[config.mk]
export PLATFORM = sky130hd
export DESIGN_NAME = line_pixel_writer
export DESIGN_NICKNAME = d
export VERILOG_FILES = /design/src/rtl/line_pixel_writer.sv
export SDC_FILE = /design/constraint.sdc
export NUM_CORES = 1
export LEC_CHECK = 0
export CAP_MARGIN = 20
export CORE_MARGIN = 1.5
export CORE_UTILIZATION = 40
export DETAILED_ROUTE_END_ITERATION = 10
export PLACE_DENSITY = 0.6
export SYNTH_ARGS = -nofsm -noshare
export SYNTH_HDL_FRONTEND = slang
export SYNTH_SLANG_ARGS = --single-unit
export TNS_END_PERCENT = 20
[constraint.sdc]
create_clock -name clk -period 2.5 [get_ports clk]
set_clock_uncertainty 0.2 [all_clocks]
set_input_delay 0.25 -clock clk [delete_from_list [all_inputs] [get_ports clk]]
set_output_delay 0.25 -clock clk [all_outputs]
set_load 0.03 [all_outputs]
[src/rtl/line_pixel_writer.sv]
// rtl/line_pixel_writer.sv - clips, linearises and queues drawer pixels, then commits them to the framebuffer
module line_pixel_writer #(
  parameter int unsigned SCREEN_W   = 640,
  parameter int unsigned SCREEN_H   = 480,
  parameter int unsigned ADDR_W     = 19,
  parameter int unsigned COLOR_W    = 1,
  parameter int unsigned FIFO_DEPTH = 4
) (
  input  logic               clk,
  input  logic               reset,
  input  logic               pix_valid,
  input  logic [10:0]        pix_x,
  input  logic [10:0]        pix_y,
  input  logic [COLOR_W-1:0] pix_color,
  output logic               pix_ready,
  input  logic               line_done,
  output logic [ADDR_W-1:0]  mem_addr,
  output logic [COLOR_W-1:0] mem_data,
  output logic               mem_we,
  input  logic               mem_ack,
  output logic [15:0]        pixel_count,
  output logic [15:0]        clip_count,
  output logic               frame_done
);

  localparam int unsigned PTR_W = $clog2(FIFO_DEPTH);
  localparam int unsigned CNT_W = PTR_W + 1;

  typedef enum logic {S_IDLE = 1'b0, S_WRITE = 1'b1} state_t;

  state_t             state;
  logic [ADDR_W-1:0]  fifo_addr  [FIFO_DEPTH];
  logic [COLOR_W-1:0] fifo_color [FIFO_DEPTH];
  logic [PTR_W-1:0]   wr_ptr;
  logic [PTR_W-1:0]   rd_ptr;
  logic [CNT_W-1:0]   fifo_count;
  logic               line_done_q;
  logic               done_pending;

  logic               fifo_empty;
  logic               fifo_full;
  logic               in_bounds;
  logic               take;
  logic               push;
  logic               clip;
  logic               pop;
  logic [ADDR_W-1:0]  lin_addr;

  // Handshake, clipping and address linearisation; ready only looks at registered occupancy
  always_comb begin
    fifo_empty = (fifo_count == '0);
    fifo_full  = (fifo_count == CNT_W'(FIFO_DEPTH));
    in_bounds  = (32'(pix_x) < SCREEN_W) && (32'(pix_y) < SCREEN_H);
    lin_addr   = ADDR_W'(pix_y) * ADDR_W'(SCREEN_W) + ADDR_W'(pix_x);
    take       = pix_valid && !fifo_full;
    push       = take && in_bounds;
    clip       = take && !in_bounds;
    pop        = !fifo_empty && ((state == S_IDLE) || mem_ack);
  end

  assign pix_ready = !fifo_full;

  // FIFO pointers and occupancy
  always_ff @(posedge clk) begin
    if (reset) begin
      wr_ptr     <= '0;
      rd_ptr     <= '0;
      fifo_count <= '0;
    end else begin
      if (push) wr_ptr <= wr_ptr + PTR_W'(1);
      if (pop)  rd_ptr <= rd_ptr + PTR_W'(1);
      case ({push, pop})
        2'b10:   fifo_count <= fifo_count + CNT_W'(1);
        2'b01:   fifo_count <= fifo_count - CNT_W'(1);
        default: fifo_count <= fifo_count;
      endcase
    end
  end

  // FIFO storage; contents are meaningless once the pointers are cleared
  always_ff @(posedge clk) begin
    if (push) begin
      fifo_addr[wr_ptr]  <= lin_addr;
      fifo_color[wr_ptr] <= pix_color;
    end
  end

  // Write FSM: holds the request until acked, chains back-to-back pops while data is queued
  always_ff @(posedge clk) begin
    if (reset) begin
      state       <= S_IDLE;
      mem_we      <= 1'b0;
      mem_addr    <= '0;
      mem_data    <= '0;
      pixel_count <= '0;
    end else begin
      case (state)
        S_IDLE: begin
          if (!fifo_empty) begin
            mem_addr <= fifo_addr[rd_ptr];
            mem_data <= fifo_color[rd_ptr];
            mem_we   <= 1'b1;
            state    <= S_WRITE;
          end else begin
            mem_we <= 1'b0;
          end
        end
        S_WRITE: begin
          if (mem_ack) begin
            pixel_count <= pixel_count + 16'd1;
            if (!fifo_empty) begin
              mem_addr <= fifo_addr[rd_ptr];
              mem_data <= fifo_color[rd_ptr];
            end else begin
              mem_we <= 1'b0;
              state  <= S_IDLE;
            end
          end
        end
        default: begin
          mem_we <= 1'b0;
          state  <= S_IDLE;
        end
      endcase
    end
  end

  // Clip counter
  always_ff @(posedge clk) begin
    if (reset) begin
      clip_count <= '0;
    end else if (clip) begin
      clip_count <= clip_count + 16'd1;
    end
  end

  // Line completion: latch the rising edge, pulse once the pipeline has fully drained
  always_ff @(posedge clk) begin
    if (reset) begin
      line_done_q  <= 1'b1;
      done_pending <= 1'b0;
      frame_done   <= 1'b0;
    end else begin
      line_done_q <= line_done;
      frame_done  <= 1'b0;
      if (done_pending && (state == S_IDLE) && fifo_empty) begin
        frame_done   <= 1'b1;
        done_pending <= 1'b0;
      end else if (line_done && !line_done_q) begin
        done_pending <= 1'b1;
      end
    end
  end

endmodule
==> results.cfg, run 1 <==
[synth]
syn_nets = 566
ys_ff_latch = 146
synth_most_common_cell = edfxtp_1
yosysSeqAreaShare_pct = 58.9
synthTopCellsByArea = edfxtp_1 (38%), dfxtp_1 (21%), mux4_2 (7.1%)
synth.distinct_cells = 47
yosysTopAreaCell = edfxtp_1
ys.warnings.count = 0
syn_avg_cell_area_um2 = 12.5
ys.flop_type = edfxtp_1
synth_top_area_share_pct = 38.0
synthCells = 507
synth_common_cells = edfxtp_1 (80), dfxtp_1 (66), nand2_1 (58)
syn-cell-area_um2 = 6320
synth-edff-count = 80
synthArstFlopShare_pct = 0

[critical_path]
path_class = input pin to flop
rrSetupSlack_ns = 0.12
critical_path.endpoint_type = flop
crit_top_cell = ha_4
cp-start-kind = input pin
critPathMaxFanout = 5
worst_ep_arrival_time_ns = 2.40
crit_slowest_cell = or3_4
crit_required_ns = 2.47
cp_cell_sequence = dlygate4sd2_1 -> ha_4 -> ha_4 -> a21o_1 -> a221oi_4 -> xnor2_2 -> nand4b_4 -> or3_4 -> xor2_2
crit_path_max_incr_delay_ns = 0.41

[cts]
holdBufCountCts = 0
cts.sinks = 146
clk_pin_slew_ns = 0.06
cts-root-buf = clkbuf_16
clock_latency_ns = 0.42
htreeDepth = 4
numCtsBuffers = 17
clk_path_buf_depth = 2
cts_tree = built

[final_layout]
ff_latch_area_um2 = 3730
n_fill_cell = 1277
multi_input_area_um2 = 2680
post-route-cell-area_um2 = 8670
area_growth_pct = 37.2
nets = 712
final_core_util_pct = 56.6
layout-drive-gt1-share_pct = 23.7
antenna_cells = 0

[global_routing]
antenna_found_initial = 0
grt_max_degree = 32
grt.overflow.total = 0
grt_pass1_wl_um = 20900
grt_usage_pct = 16.5
grt_pass1_vias = 4297

[floorplan]
die_h_um = 129
die_area_um2 = 16600
core-area_um2 = 15300
io_pins = 83
start_util_pct = 41.3
rows = 45
dieWidth_um = 129

[detailed_routing]
avgRoutedWirePerCell_um = 14.4
viasPerCell = 4.89
remaining_drc_errors = 0
drtAntennaViolNets = 0
drt_iter0_drc = 176
finalWirelength_um = 12600
firstDrtPassIters = 4
vias = 4286

[timing]
worstMarginPinSlew_ns = 0.605
finalMaxSlewViolations = 0
fmax_mhz = 412
setup_violations = 0
fin_crit_ns = 2.43
fin_crit_sh_pct = 97.2
hold_viol = 0
grt_setup_unrepaired = yes
max_slew_margin_pct = 59.7
holdWs_ns = 0.116

[place]
dp_hpwl_um = 8810
portBuffers = 82
gp_congestion = 0.782
dpl_cell_area_um2 = 7890

[run_status]
status = finished, final reports clean

[pwr]
ir_worst_vdd_mv = 0.657
finalPower_w = 0.00785
power_density_nw_per_um2 = 906
p_leak_nw = 3.10

[hold_path]
hold_class = input pin to flop

[run]
maxCapViolCount = 0
## where the power goes
| part | switching (W) | internal [W] |
|---|---|---|
| sequential | 0.000113 | 0.00279 |
| combinational | 0.00124 | 0.00103 |
| clock | 0.00100 | 0.00168 |
## placed cells by master (no fill, tap or decap), types with 5 or more instances in the layout
cell	n
a21oi_1	33
and2_1	6
buf_4	58
clkbuf_16	17
clkdlybuf4s50_1	72
clkinv_4	5
dfxtp_1	64
edfxtp_1	80
ha_1	17
ha_4	9
inv_1	14
mux4_2	20
nand2_1	57
nand3_1	12
nand4_1	7
nor2_1	46
nor3_1	10
o21ai_0	10
or3_1	7
xnor2_1	22
xor2_1	19
## logic make-up (layout without fill, tap and decap cells)
logic type      count (synthesis)  after routing  synth area share, %
simple gates                  171            171                 13.3
flops                         146            146                 58.9
compound gates                 59             59                 5.37
xor+xnor                       46             46                 6.50
buf+inv                        32            191                 1.98
fa+ha+maj                      31             31                 6.50
mux                            22             22                 7.47
## flip-flops by register name (all words and copies together) (netlist names), named ones only
register,cells
fifo_color,4
line_done_q,1
wr_ptr,2
fifo_addr,76
pixel_count,16
mem_data,1
clip_count,16
mem_we,1
rd_ptr,2
done_pending,1
frame_done,1
state,1
mem_addr,19
fifo_count,3
## path summary, 6_finish.rpt
| kind | from | end | depth (start not counted) |
|---|---|---|---|
| worst max register to register | fifo_count[1]$_SDFFE_PP0P_ | fifo_count[2]$_SDFFE_PP0P_ | 10 |
| worst max-delay path | pix_y[6] | fifo_addr[0][17]$_DFFE_PP_ | 9 |
| worst min register to register | mem_addr[9]$_SDFFE_PP0P_ | mem_addr[9]$_SDFFE_PP0P_ | 2 |
| worst min-delay path | reset | pixel_count[13]$_SDFFE_PP0P_ | 2 |
## per-layer routing
metal	GRT usage (%)	share of wire (%)	wire length (um)	up-vias
met5	0	0	0	-
li1	-	-	-	2119
met4	5.35	1.4	176	0
met3	4.91	3.6	453	12
met1	19.2	43	5470	2072
met2	29.1	52	6530	83
## critical path: cells and delay by family
| kind | cells | cell delay (ns) |
|---|---|---|
| xor gates and xnor gates | 2 | 0.35 |
| adders and majority gates | 2 | 0.49 |
| buffers and inverters | 1 | 0.27 |
| AOI/OAI and AO/OA | 2 | 0.50 |
| and+or+nand+nor | 2 | 0.54 |
## metrics by stage
stage	setup TNS [ns]	worst slack, ns	cells
2_1_floorplan	-0.247	-0.0618	507
3_3_place_gp	-13.14	-0.619	841
3_5_place_dp	-14.31	-0.651	841
4_1_cts	0	0.0161	875
5_1_grt	-0.0272	-0.00729	877
6_report	0	0.0703	877
## what timing repair did
action                                 CTS  global route
pin swaps                               11            12
endpoints found under the hold margin    0             0
cloned                                   0             0
setup endpoints to repair               20            13
gates resized for setup                 17            22
buffers inserted                         2             2
## area by class of cell
cell class | count | share of cell area (%)
Sequential cell | 146 | 43.0
Multi-Input combinational cell | 329 | 30.9
Timing Repair Buffer | 144 | 15.1
Clock buffer | 17 | 4.91
Tap cell | 211 | 3.04
Clock inverter | 15 | 2.41
Inverter | 15 | 0.649
(Power assumes the default switching activity.)
==> inputs of run 2 (changes only) <==
--- a/config.mk
+++ b/config.mk
@@ -5,6 +5,7 @@
 export SDC_FILE = /design/constraint.sdc
 export NUM_CORES = 1
 export LEC_CHECK = 0
+export ABC_CLOCK_PERIOD_IN_PS = 2500
 export CAP_MARGIN = 20
 export CORE_MARGIN = 1.5
 export CORE_UTILIZATION = 40
==> results of run 2 <==
Final layout, timing and power as in run 1 (identical DEF).
==> inputs of run 3 (changes only) <==
--- a/config.mk
+++ b/config.mk
@@ -7,10 +7,12 @@
 export LEC_CHECK = 0
 export ABC_CLOCK_PERIOD_IN_PS = 2500
 export CAP_MARGIN = 20
+export CELL_PAD_IN_SITES_DETAIL_PLACEMENT = 1
+export CELL_PAD_IN_SITES_GLOBAL_PLACEMENT = 1
 export CORE_MARGIN = 1.5
 export CORE_UTILIZATION = 40
 export DETAILED_ROUTE_END_ITERATION = 10
-export PLACE_DENSITY = 0.6
+export PLACE_DENSITY = 0.72
 export SYNTH_ARGS = -nofsm -noshare
 export SYNTH_HDL_FRONTEND = slang
 export SYNTH_SLANG_ARGS = --single-unit
==> results.cfg, run 3 (synthesis results as in run 1) <==
[run_status]
status = finished, final reports clean

[cts]
numCtsBuffers = 17
cts_tree = built
clk_pin_slew_ns = 0.06
cts-root-buf = clkbuf_16
clock_latency_ns = 0.42
cts.sinks = 146
clk_path_buf_depth = 2
htreeDepth = 4

[floorplan]
start_util_pct = 41.3
rows = 45
die_h_um = 129
io_pins = 83
die_area_um2 = 16600
core-area_um2 = 15300
dieWidth_um = 129

[timing]
setup_violations = 0
fin_crit_sh_pct = 99.7
fmax_mhz = 401
holdWs_ns = 0.245
worstMarginPinSlew_ns = 0.418
hold_viol = 0
tns_ns = 0
grt_setup_unrepaired = yes
fin_ws_ns = 0.00849
max_slew_margin_pct = 72.1
finalMaxSlewViolations = 0
fin_crit_ns = 2.49

[critical_path]
cp-start-kind = input pin
r2r_cells = 10
rrSetupSlack_ns = 0.15
crit_required_ns = 2.46
path_class = input pin to flop
r2r-end = fifo_count[2]$_SDFFE_PP0P_
rr_startpoint = fifo_count[1]$_SDFFE_PP0P_
worst_ep_arrival_time_ns = 2.45
critPathMaxFanout = 4
critical_path.endpoint_type = flop

[place]
portBuffers = 82
dp_cells = 843
gp_congestion = 0.782
dp_hpwl_um = 10400
pre_cts_slack_ns = -0.695

[final_layout]
antenna_cells = 0
multi_input_area_um2 = 2750
final_common_cell = edfxtp_1
finalNonFillerCells = 880
area_growth_pct = 38.5
nets = 715
ff_latch_area_um2 = 3720
layout_common_cells = edfxtp_1 (80), clkdlybuf4s50_1 (70), dfxtp_1 (65)
max_flop_register = fifo_addr
layout-drive-gt1-share_pct = 24.7
largest_reg_flops = 76
n_fill_cell = 1557
reg_top3 = fifo_addr (76), mem_addr (19)

[hold_path]
hold_depth = 2
hold_class = input pin to flop
min_from = line_done
holdPathEnd = line_done_q$_SDFF_PP1_

[detailed_routing]
viasPerCell = 5.08
drtAntennaViolNets = 0
remaining_drc_errors = 0
vias = 4469
drt_iter0_drc = 137
finalWirelength_um = 15100
firstDrtPassIters = 4
avgRoutedWirePerCell_um = 17.1

[pwr]
ir_worst_vdd_mv = 0.502
p_leak_nw = 3.13
power_density_nw_per_um2 = 898

[global_routing]
grt_pass1_wl_um = 24100
grt_usage_pct = 19.1
antenna_found_initial = 0
grt_max_degree = 23
grt.overflow.total = 0
grt_pass1_vias = 4803

[run]
maxCapViolCount = 0
-- run 3: how the worst max path moves through the flow --
stage / startpoint / to / cells past startpoint
finish: pix_y[1] / fifo_addr[2][17]$_DFFE_PP_ / 9
global placement: pix_y[4] / fifo_addr[0][17]$_DFFE_PP_ / 9
detailed placement: pix_y[4] / fifo_addr[1][17]$_DFFE_PP_ / 9
floorplan: pix_y[3] / fifo_addr[0][17]$_DFFE_PP_ / 8
CTS: pix_y[1] / fifo_addr[0][17]$_DFFE_PP_ / 10
global route: pix_y[1] / fifo_addr[2][17]$_DFFE_PP_ / 9
-- run 3: layout make-up --
type / count / share of cell area [%]
clock buffers: 24 / 5.73
repair buffers: 147 / 15.5
multi-input cells: 329 / 31.4
clock inverters: 8 / 1.10
flip-flops and latches: 146 / 42.6
well taps: 211 / 3.02
inverters: 15 / 0.643
-- run 3: repair_timing --
action | in CTS | in global routing
hold endpoints to repair | 1 | 0
setup buffers | 3 | 1
setup endpoints to repair | 20 | 13
hold buffers | 1 | 0
pin swaps | 15 | 13
gates resized for setup | 32 | 22
cloned | 0 | 0
-- run 3: metrics by stage --
step	utilization, %	total power, W	area (um^2)
floorplan	-	0.00432	6400
global placement	51.7	0.00513	7920
detailed placement	51.7	0.00524	7920
CTS	56.6	0.00786	8670
global route	57.1	0.00823	8750
finish	57.1	0.00786	8750
-- run 3: critical path, stage by stage --
cell	delay [ns]
dlygate4sd2_1	0.25
ha_1	0.28
ha_2	0.19
a21o_1	0.23
a221oi_4	0.32
xnor2_2	0.20
nand4b_4	0.17
or3_4	0.39
xor2_4	0.18
-- run 3: routing by layer --
metal	part of all wire, %	wire length, um	vias up	track usage (%)
li1	-	-	2131	-
met1	42	6290	2219	22.4
met2	53	8020	90	34.0
met3	2.7	401	29	3.78
met4	2.4	366	0	8.26
met5	0	0	-	0
-- run 3: power breakdown --
part	internal [W]	switching, W
combinational	0.00105	0.00134
sequential	0.00279	0.000126
clock	0.00160	0.000943
